**src/rtl/gf256_pkg.sv**
```systemverilog
// gf256_pkg: shared AES-field types, constants and the GF(2^8) multiply function.
package gf256_pkg;

    typedef logic [7:0] gf_byte_t;

    localparam gf_byte_t GF_POLY_LO = 8'h1B;

    typedef enum logic {EMPTY, FULL} out_state_t;

    // Shift-and-add: accumulate t for each set bit of b, then xtime t.
    function automatic gf_byte_t gf_mul(gf_byte_t a, gf_byte_t b, gf_byte_t poly_lo);
        gf_byte_t p = '0;
        gf_byte_t t = a;
        for (int k = 0; k < 8; k++) begin
            if (b[k]) p = p ^ t;
            t = {t[6:0], 1'b0} ^ (poly_lo & {8{t[7]}});
        end
        return p;
    endfunction

endpackage

```
**src/rtl/gf256_mul_arbiter_if.sv**
```systemverilog
// gf256_mul_arbiter_if: requester and response bundle for the shared GF(2^8) multiplier.
interface gf256_mul_arbiter_if import gf256_pkg::*; #(parameter int NREQ = 4);
    localparam int IDW = $clog2(NREQ);
    logic [NREQ-1:0]   req_valid;
    logic [8*NREQ-1:0] req_a;
    logic [8*NREQ-1:0] req_b;
    logic [NREQ-1:0]   req_ready;
    logic              rsp_valid;
    logic              rsp_ready;
    gf_byte_t          rsp_data;
    logic [IDW-1:0]    rsp_id;

    modport master (
        output req_valid, req_a, req_b, rsp_ready,
        input  req_ready, rsp_valid, rsp_data, rsp_id
    );

    modport slave (
        input  req_valid, req_a, req_b, rsp_ready,
        output req_ready, rsp_valid, rsp_data, rsp_id
    );
endinterface

```
**src/rtl/gf256_mul_arbiter_rr_pick.sv**
```systemverilog
// rr_pick: N-way round-robin priority picker; first valid at or above ptr, wrapping.
module rr_pick #(
    parameter int N  = 4,
    parameter int IW = $clog2(N)
) (
    input  logic [N-1:0]  valid,
    input  logic [IW-1:0] ptr,
    output logic [N-1:0]  grant,
    output logic [IW-1:0] idx,
    output logic          any
);
    logic [N-1:0]  rot;
    logic [IW-1:0] off;
    logic [IW:0]   sum;

    // Rotating the doubled vector puts ptr at bit 0, so the lowest set bit is the winner.
    assign rot = N'({valid, valid} >> ptr);
    assign any = |valid;
    assign sum = {1'b0, ptr} + {1'b0, off};
    assign idx = IW'(sum >= (IW+1)'(N) ? sum - (IW+1)'(N) : sum);
    assign grant = any ? (N'(1) << idx) : '0;

    always_comb begin
        off = '0;
        for (int k = N - 1; k >= 0; k--)
            if (rot[k]) off = IW'(k);
    end
endmodule

```
**src/rtl/gf256_mul_arbiter.sv**
```systemverilog
// gf256_mul_arbiter: round-robin sharing of one GF(2^8) multiplier with a one-entry tagged output register.
// Define GF_ARB_STATS_EN to add the 16-bit wrapping grant_cnt handshake counter.
module gf256_mul_arbiter import gf256_pkg::*; #(
    parameter int       NREQ    = 4,
    parameter gf_byte_t POLY_LO = GF_POLY_LO
) (
    input logic clk,
    input logic rst,
    gf256_mul_arbiter_if.slave bus
`ifdef GF_ARB_STATS_EN
    ,
    output logic [15:0] grant_cnt
`endif
);
    localparam int IDW = $clog2(NREQ);

    out_state_t     state, state_nxt;
    logic           accept;
    logic           any;
    logic           hs;
    logic [NREQ-1:0] grant;
    logic [IDW-1:0] idx;
    logic [IDW-1:0] rr_ptr;
    gf_byte_t       prod;

    rr_pick #(.N(NREQ), .IW(IDW)) u_pick (
        .valid (bus.req_valid),
        .ptr   (rr_ptr),
        .grant (grant),
        .idx   (idx),
        .any   (any)
    );

    assign hs = any & accept;
    assign bus.req_ready = grant & {NREQ{accept}};
    assign prod = gf_mul(bus.req_a[8*idx +: 8], bus.req_b[8*idx +: 8], POLY_LO);

    always_ff @(posedge clk or posedge rst)
        if (rst) state <= EMPTY;
        else     state <= state_nxt;

    always_comb
        state_nxt = hs ? FULL : (state == FULL && bus.rsp_ready) ? EMPTY : state;

    always_comb begin
        bus.rsp_valid = (state == FULL);
        accept = (state == EMPTY) | bus.rsp_ready;
    end

    // Data and tag only move on a handshake, so a drain leaves the last product visible.
    always_ff @(posedge clk or posedge rst) begin
        if (rst) begin
            bus.rsp_data <= '0;
            bus.rsp_id   <= '0;
            rr_ptr       <= '0;
        end else if (hs) begin
            bus.rsp_data <= prod;
            bus.rsp_id   <= idx;
            rr_ptr       <= (idx == IDW'(NREQ - 1)) ? '0 : idx + 1'b1;
        end
    end

`ifdef GF_ARB_STATS_EN
    always_ff @(posedge clk or posedge rst)
        if (rst)     grant_cnt <= '0;
        else if (hs) grant_cnt <= grant_cnt + 16'd1;
`endif
endmodule
```
**src/flat_wrapper.sv**
```systemverilog
// flat-port wrapper written by rule: the top's interface ports become plain ports
module gf256_mul_arbiter_flat import gf256_pkg::*;
#(
    parameter int       NREQ    = 4,
    parameter gf_byte_t POLY_LO = GF_POLY_LO
)
  (clk, rst, bus_req_valid, bus_req_a, bus_req_b, bus_rsp_ready, bus_req_ready, bus_rsp_valid, bus_rsp_data, bus_rsp_id);
  gf256_mul_arbiter_if #(.NREQ(NREQ)) bus_i ();
  input logic clk;
  input logic rst;
  input wire logic [$bits(bus_i.req_valid)-1:0] bus_req_valid;
  input wire logic [$bits(bus_i.req_a)-1:0] bus_req_a;
  input wire logic [$bits(bus_i.req_b)-1:0] bus_req_b;
  input wire logic [$bits(bus_i.rsp_ready)-1:0] bus_rsp_ready;
  output wire logic [$bits(bus_i.req_ready)-1:0] bus_req_ready;
  output wire logic [$bits(bus_i.rsp_valid)-1:0] bus_rsp_valid;
  output wire logic [$bits(bus_i.rsp_data)-1:0] bus_rsp_data;
  output wire logic [$bits(bus_i.rsp_id)-1:0] bus_rsp_id;
  assign bus_i.req_valid = bus_req_valid;
  assign bus_i.req_a = bus_req_a;
  assign bus_i.req_b = bus_req_b;
  assign bus_i.rsp_ready = bus_rsp_ready;
  assign bus_req_ready = bus_i.req_ready;
  assign bus_rsp_valid = bus_i.rsp_valid;
  assign bus_rsp_data = bus_i.rsp_data;
  assign bus_rsp_id = bus_i.rsp_id;
  gf256_mul_arbiter #(.NREQ(NREQ), .POLY_LO(POLY_LO)) u_core (.clk(clk), .rst(rst), .bus(bus_i));
endmodule
```
**config.mk**
```make
export PLATFORM = sky130hd
export DESIGN_NAME = gf256_mul_arbiter_flat
export DESIGN_NICKNAME = d
export VERILOG_FILES = /design/src/rtl/gf256_pkg.sv /design/src/rtl/gf256_mul_arbiter_if.sv /design/src/rtl/gf256_mul_arbiter_rr_pick.sv /design/src/rtl/gf256_mul_arbiter.sv /design/src/flat_wrapper.sv
export SDC_FILE = /design/constraint.sdc
export NUM_CORES = 1
export LEC_CHECK = 0
export ABC_AREA = 1
export CAP_MARGIN = 20
export CORE_MARGIN = 2
export CORE_UTILIZATION = 63
export DETAILED_ROUTE_END_ITERATION = 10
export DONT_BUFFER_PORTS = 1
export PLACE_DENSITY = 0.76
export SYNTH_ARGS = -nofsm -noshare
export SYNTH_HDL_FRONTEND = slang
export SYNTH_SLANG_ARGS = --single-unit
```
**constraint.sdc**
```tcl
create_clock -name clk -period 5.2 [get_ports clk]
set_input_delay 1.04 -clock clk [delete_from_list [all_inputs] [get_ports clk]]
set_output_delay 1.04 -clock clk [all_outputs]
set_load 0.02 [all_outputs]
```
# --- Word level (Yosys, flattened, before mapping) ---
# Cells that the tools add are included.
word_totals:
  regBits: 13
  output_inout_bits: 15
op_classes:
  reduce_logical: 3
  bitwise: 18
  magnitude_cmp: 1
  n_eq_ne: 1
  shift: 4
  mux: 17
  n_addsub: 3
ops:
  columns: ["cell", "n"]
  rows:
  - ["$mux 8", 8]
  - ["$shiftx 32x6->8", 2]
  - ["$xor 8x5->8", 7]
  - ["$xor 8x8->8", 7]
  - ["$mux 2", 6]
  - ["$shr 8x2->4", 1]
  - ["$and 4x4->4", 1]
  - ["$mux 4", 1]
  - ["$reduce_or 4->1", 1]
  - ["$shl 1x2->4 const A", 1]
  - ["$add 2x2->3", 1]
  - ["$ge 3x3->1 const B", 1]
  - ["$add 2x1->2 const B", 1]
  - ["$eq 2x2->1 const B", 1]
  - ["$mux 1", 2]
  - ["$reduce_bool 2->1", 1]
  - ["$sub 2x1->2 const B", 1]
  - ["$and 1x1->1", 1]
  - ["$logic_and 1x1->1", 1]
  - ["$not 1->1", 1]
  - ["$or 1x1->1", 1]

# --- Logic depth before layout (Yosys ltp) ---
depth:
  word_depth: 24
  ltp_mapped: 30

# --- Hierarchy ---
# A second synthesis with hierarchy kept.
hier_totals:
  hier_cells: 569
  area_unflattened_um2: 2936.6
modules_own_cells:
  columns: ["module", "seq_area_each_um2", "area_per_inst_um2", "cells_per_inst", "n_inst"]
  rows:
  - ["gf256_mul_arbiter", 325.3, 2715.1, 525, 1]
  - ["rr_pick", 0.0, 221.5, 44, 1]

# --- Least setup slack after synthesis ---
# Ideal clock, no wire load.
synth_timing:
  kind: "input to output"
  start: "input bus_req_valid[1]"
  end: "output bus_req_ready[0]"
  stages: 15
  t_arrival_ps: 2849
  setup_slack_ps: 1311
  cell_sequence: "nand2_1 > nand3_1 > nand2_1 > nand3_1 > a21boi_0 > ha_1 > xor2_2 > inv_2 > nand3_4 > nand2_4 > buf_6 > inv_2 > ha_1 > inv_1 > nor2_1"
synth_via:
  elab_chain_len: 11
synth_rtl:
  columns: ["item", "line_no", "text"]
  rows:
  - ["from (decl)", "flat_wrapper.sv:11", "input wire logic [$bits(bus_i.req_valid)-1:0] bus_req_valid;"]
  - ["$shr 8x2->4", "gf256_mul_arbiter_rr_pick.sv:17", "assign rot = N'({valid, valid} >> ptr);"]
  - ["$mux 2 (4 in series)", "gf256_mul_arbiter_rr_pick.sv:26", "if (rot[k]) off = IW'(k);"]
  - ["$add 2x2->3", "gf256_mul_arbiter_rr_pick.sv:19", "assign sum = {1'b0, ptr} + {1'b0, off};"]
  - ["$ge 3x3->1 or $sub 2x1->2 (tied branches)", "gf256_mul_arbiter_rr_pick.sv:20", "assign idx = IW'(sum >= (IW+1)'(N) ? sum - (IW+1)'(N) : sum);"]
  - ["$mux 2", "gf256_mul_arbiter_rr_pick.sv:20", null]
  - ["$shl 1x2->4", "gf256_mul_arbiter_rr_pick.sv:21", "assign grant = any ? (N'(1) << idx) : '0;"]
  - ["$mux 4 *", "gf256_mul_arbiter_rr_pick.sv:21", null]
  - ["$and 4x4->4 *", "gf256_mul_arbiter.sv:35", "assign bus.req_ready = grant & {NREQ{accept}};"]
  - ["to (decl)", "flat_wrapper.sv:15", "output wire logic [$bits(bus_i.req_ready)-1:0] bus_req_ready;"]
# Mark *: on every way between the ends. The rest lies on a longest branch, timed or not.

# --- Worst setup path in the final report ---
layout_timing:
  start: "input bus_req_valid[1]"
  end: "output bus_req_ready[1]"
# The elaborated chain is that of the path after synthesis.

==> results.md <==
* CP endpoint kind: primary output
* Drt via density at 5.58
* Fin Clk Skew at 0.00374 ns
* XOR/XNOR share of the synthesized area at 6.84%
* PostCTS Resize Cnt at 0
* Max-cap violation count at 0
* Clk pin slew, worst setup/hold paths at 0.05 ns
* Critical path launch point type: input port
* Proportion of synthesized area in mux cells at 4.95%
* Die Y-Extent at 73.4 um
* Slew margin rel. at 61.8%
* Synth Area in Adders at 2.06%
* Layout cells sized above 1 at 11.5%
* N_diodes at 0
* Post-synth top area share at 28.7%
* Worst-path maximum fanout at 36
* Worst EP required at 4.16 ns
* Post-CTS Setup Bufs at 0
* Skew-Pair Late Insertion Delay at 0.24 ns
* Site Rows at 25
* Synth area leader: nand2_1
* Post-Synth Simple-Gate Area at 57.4%
* Post-synthesis compound-gate area fraction at 6.68%
* Synth Net Count at 630
* CTS Root Cell: clkbuf_8
* Final HPWL DP at 6180 um
* Crit Path Class: in -> out
* Tmin final at 4.32 ns
* Overall Global Routing Usage at 28.7%
* Hold WC Path Type: reg -> reg
* Worst Tran Pin Value at 0.568 ns
* CP arrival at 3.28 ns
* Final period util at 83.0%
* Synth area leaders: nand2_1 (29%), dfrtp_1 (11%), nand3_1 (10%)
* Vias in the first global route at 3043
* Initial antenna violation count at 0
* Post-synthesis sequential area ratio at 10.7%
* WHS Path Cells at 2
* Initial DRC count at 178
* GPL Wtd Cong at 0.953
* Post-Route WL at 7630 um
* Main combinational cell family by area after synthesis: simple AND/OR/NAND/NOR gates
* Global-route wire length before repair at 12700 um
* Mapped Avg Cell Area at 5.48 um^2
* Die width at 73.4 um
* Drt drc at 0
* DR vias at 3350
* H-Tree Depth at 1
* Antenna Violating Nets Remaining at 0
* Filler instances at 470
* Largest net degree at the start of global routing at 37
* Total grt overflow at 0
* Outcome: finished clean
* Final nets at 623
* Post-Syn Area at 3040 um^2
* RSZ-0062 raised after global routing: no
* Cts hold-fix bufs at 0
* # port buffers at 0
* Fin. max-slew vios at 0
* FF+latch count, synth at 13
* Hold Vio Cnt, Final at 0
* Die area at 5390 um^2
* Number of synthesis warnings at 0
* Final setup TNS at 0 ns
* Setup Viol. Count Final at 0
* Core box area at 4690 um^2
* Unique masters post-synth at 32
* Num Clock Sinks at 13
* CTS tree: done
* Fmax at 232 MHz
* IO Pins at 86
* Worst r2r path cells at 27
* Cells after Synth at 554
* DR pass1 iterations at 5
* Initial Util at 64.7%
* Area grow syn2layout at 1.28%
* Max clock buf depth at 2
* CTS buffer count at 3
* Routed len/inst at 12.7 um
-- placed cells by master, fill, tap and decap left out --
cell / count
nand4_1: 5
o211ai_1: 4
nand3_1: 61
inv_2: 10
nor2_2: 2
a21boi_0: 1
nand3_2: 2
o21ai_0: 14
nand3_4: 1
inv_1: 53
o21ai_1: 7
nand2b_1: 1
buf_12: 1
ha_1: 5
nand2_1: 232
nand2_4: 4
dfrtp_1: 13
nand3b_1: 13
o21ai_4: 1
or2_1: 1
mux2i_1: 15
nor4_1: 1
o21ai_2: 5
xor2_1: 10
or2_2: 11
xor2_2: 2
clkbuf_8: 3
nand2_2: 19
xnor2_1: 10
nor2_1: 36
clkbuf_1: 1
buf_4: 2
-- routing by layer --
metal  global-route usage [%]  wire (um)  up-vias
li1                         -          -     1714
met1                     35.5       3270     1507
met2                     53.2       3750      121
met3                     2.33        533        8
met4                     7.27         78        0
met5                        0          0        -
-- cell families after synthesis --
family	Yosys count
simple gates	389
buf+inv	78
compound gates	32
xor+xnor	22
mux	15
flops	13
fa+ha+maj	5
-- flip-flops by register name, indices dropped and copies added (netlist names) --
signal,cells
u_core.bus.rsp_valid,1
u_core.rr_ptr,2
u_core.bus.rsp_data,8
u_core.bus.rsp_id,2
-- through the flow --
step                      cells  worst slack, ns  util (%)  hold WS, ns  instance area [um^2]
after floorplan             554             1.31         -        0.589                  3040
after global placement      596            0.915      64.6        0.608                  3030
after detailed placement    596            0.881      64.6        0.610                  3030
after CTS                   600            0.872      65.5        0.626                  3070
after global routing        600            0.596      65.5        0.651                  3070
final                       600            0.884      65.5        0.622                  3070
-- cells in the mapped netlist --
| cell | count |
|---|---|
| a21boi_0 | 1 |
| buf_2 | 6 |
| buf_4 | 2 |
| buf_6 | 5 |
| clkbuf_1 | 2 |
| dfrtp_1 | 13 |
| ha_1 | 5 |
| inv_1 | 53 |
| inv_2 | 10 |
| mux2i_1 | 15 |
| nand2_1 | 232 |
| nand2_2 | 19 |
| nand2_4 | 4 |
| nand2b_1 | 1 |
| nand3_1 | 61 |
| nand3_2 | 2 |
| nand3_4 | 1 |
| nand3b_1 | 13 |
| nand4_1 | 5 |
| nor2_1 | 36 |
| nor2_2 | 2 |
| nor4_1 | 1 |
| o211ai_1 | 4 |
| o21ai_0 | 14 |
| o21ai_1 | 7 |
| o21ai_2 | 5 |
| o21ai_4 | 1 |
| or2_1 | 1 |
| or2_2 | 11 |
| xnor2_1 | 10 |
| xor2_1 | 10 |
| xor2_2 | 2 |
-- final timing paths --
path / start / endpoint / slack (ns)
worst max-delay path: bus_req_valid[1] / bus_req_ready[1] / 0.88
worst min-delay path: u_core.bus.rsp_data[2] / u_core.bus.rsp_data[2] / 0.62
worst max register to register: u_core.rr_ptr[0] / u_core.bus.rsp_data[3] / 1.37
worst min register to register: u_core.bus.rsp_data[2] / u_core.bus.rsp_data[2] / 0.62
max in group asynchronous: rst / u_core.bus.rsp_data[6] / 4.17
min in group asynchronous: rst / u_core.bus.rsp_data[7] / 0.71
-- worst max-delay path, cell delays in order --
cell and delay (ns):
nand2_1 0.06, nand3_1 0.08, nand2_1 0.11, nand3_1 0.07
a21boi_0 0.17, ha_1 0.22, xor2_2 0.23, inv_2 0.07
nand3_4 0.20, nand2_4 0.28, inv_2 0.22, ha_1 0.18
inv_1 0.04, nor2_1 0.31
-- final cells by class --
type | instances | area [um^2] | area share, %
Multi-Input combinational cell | 463 | 2360 | 76.9
Inverter | 63 | 236 | 7.69
Clock buffer | 4 | 45.0 | 1.47
Timing Repair Buffer | 3 | 35.0 | 1.14
Sequential cell | 13 | 325 | 10.6
Tap cell | 54 | 67.6 | 2.20
Power is left out: the tool's default activity adds up to more than one toggle a clock period on the data nets, which glitch-free logic cannot reach.
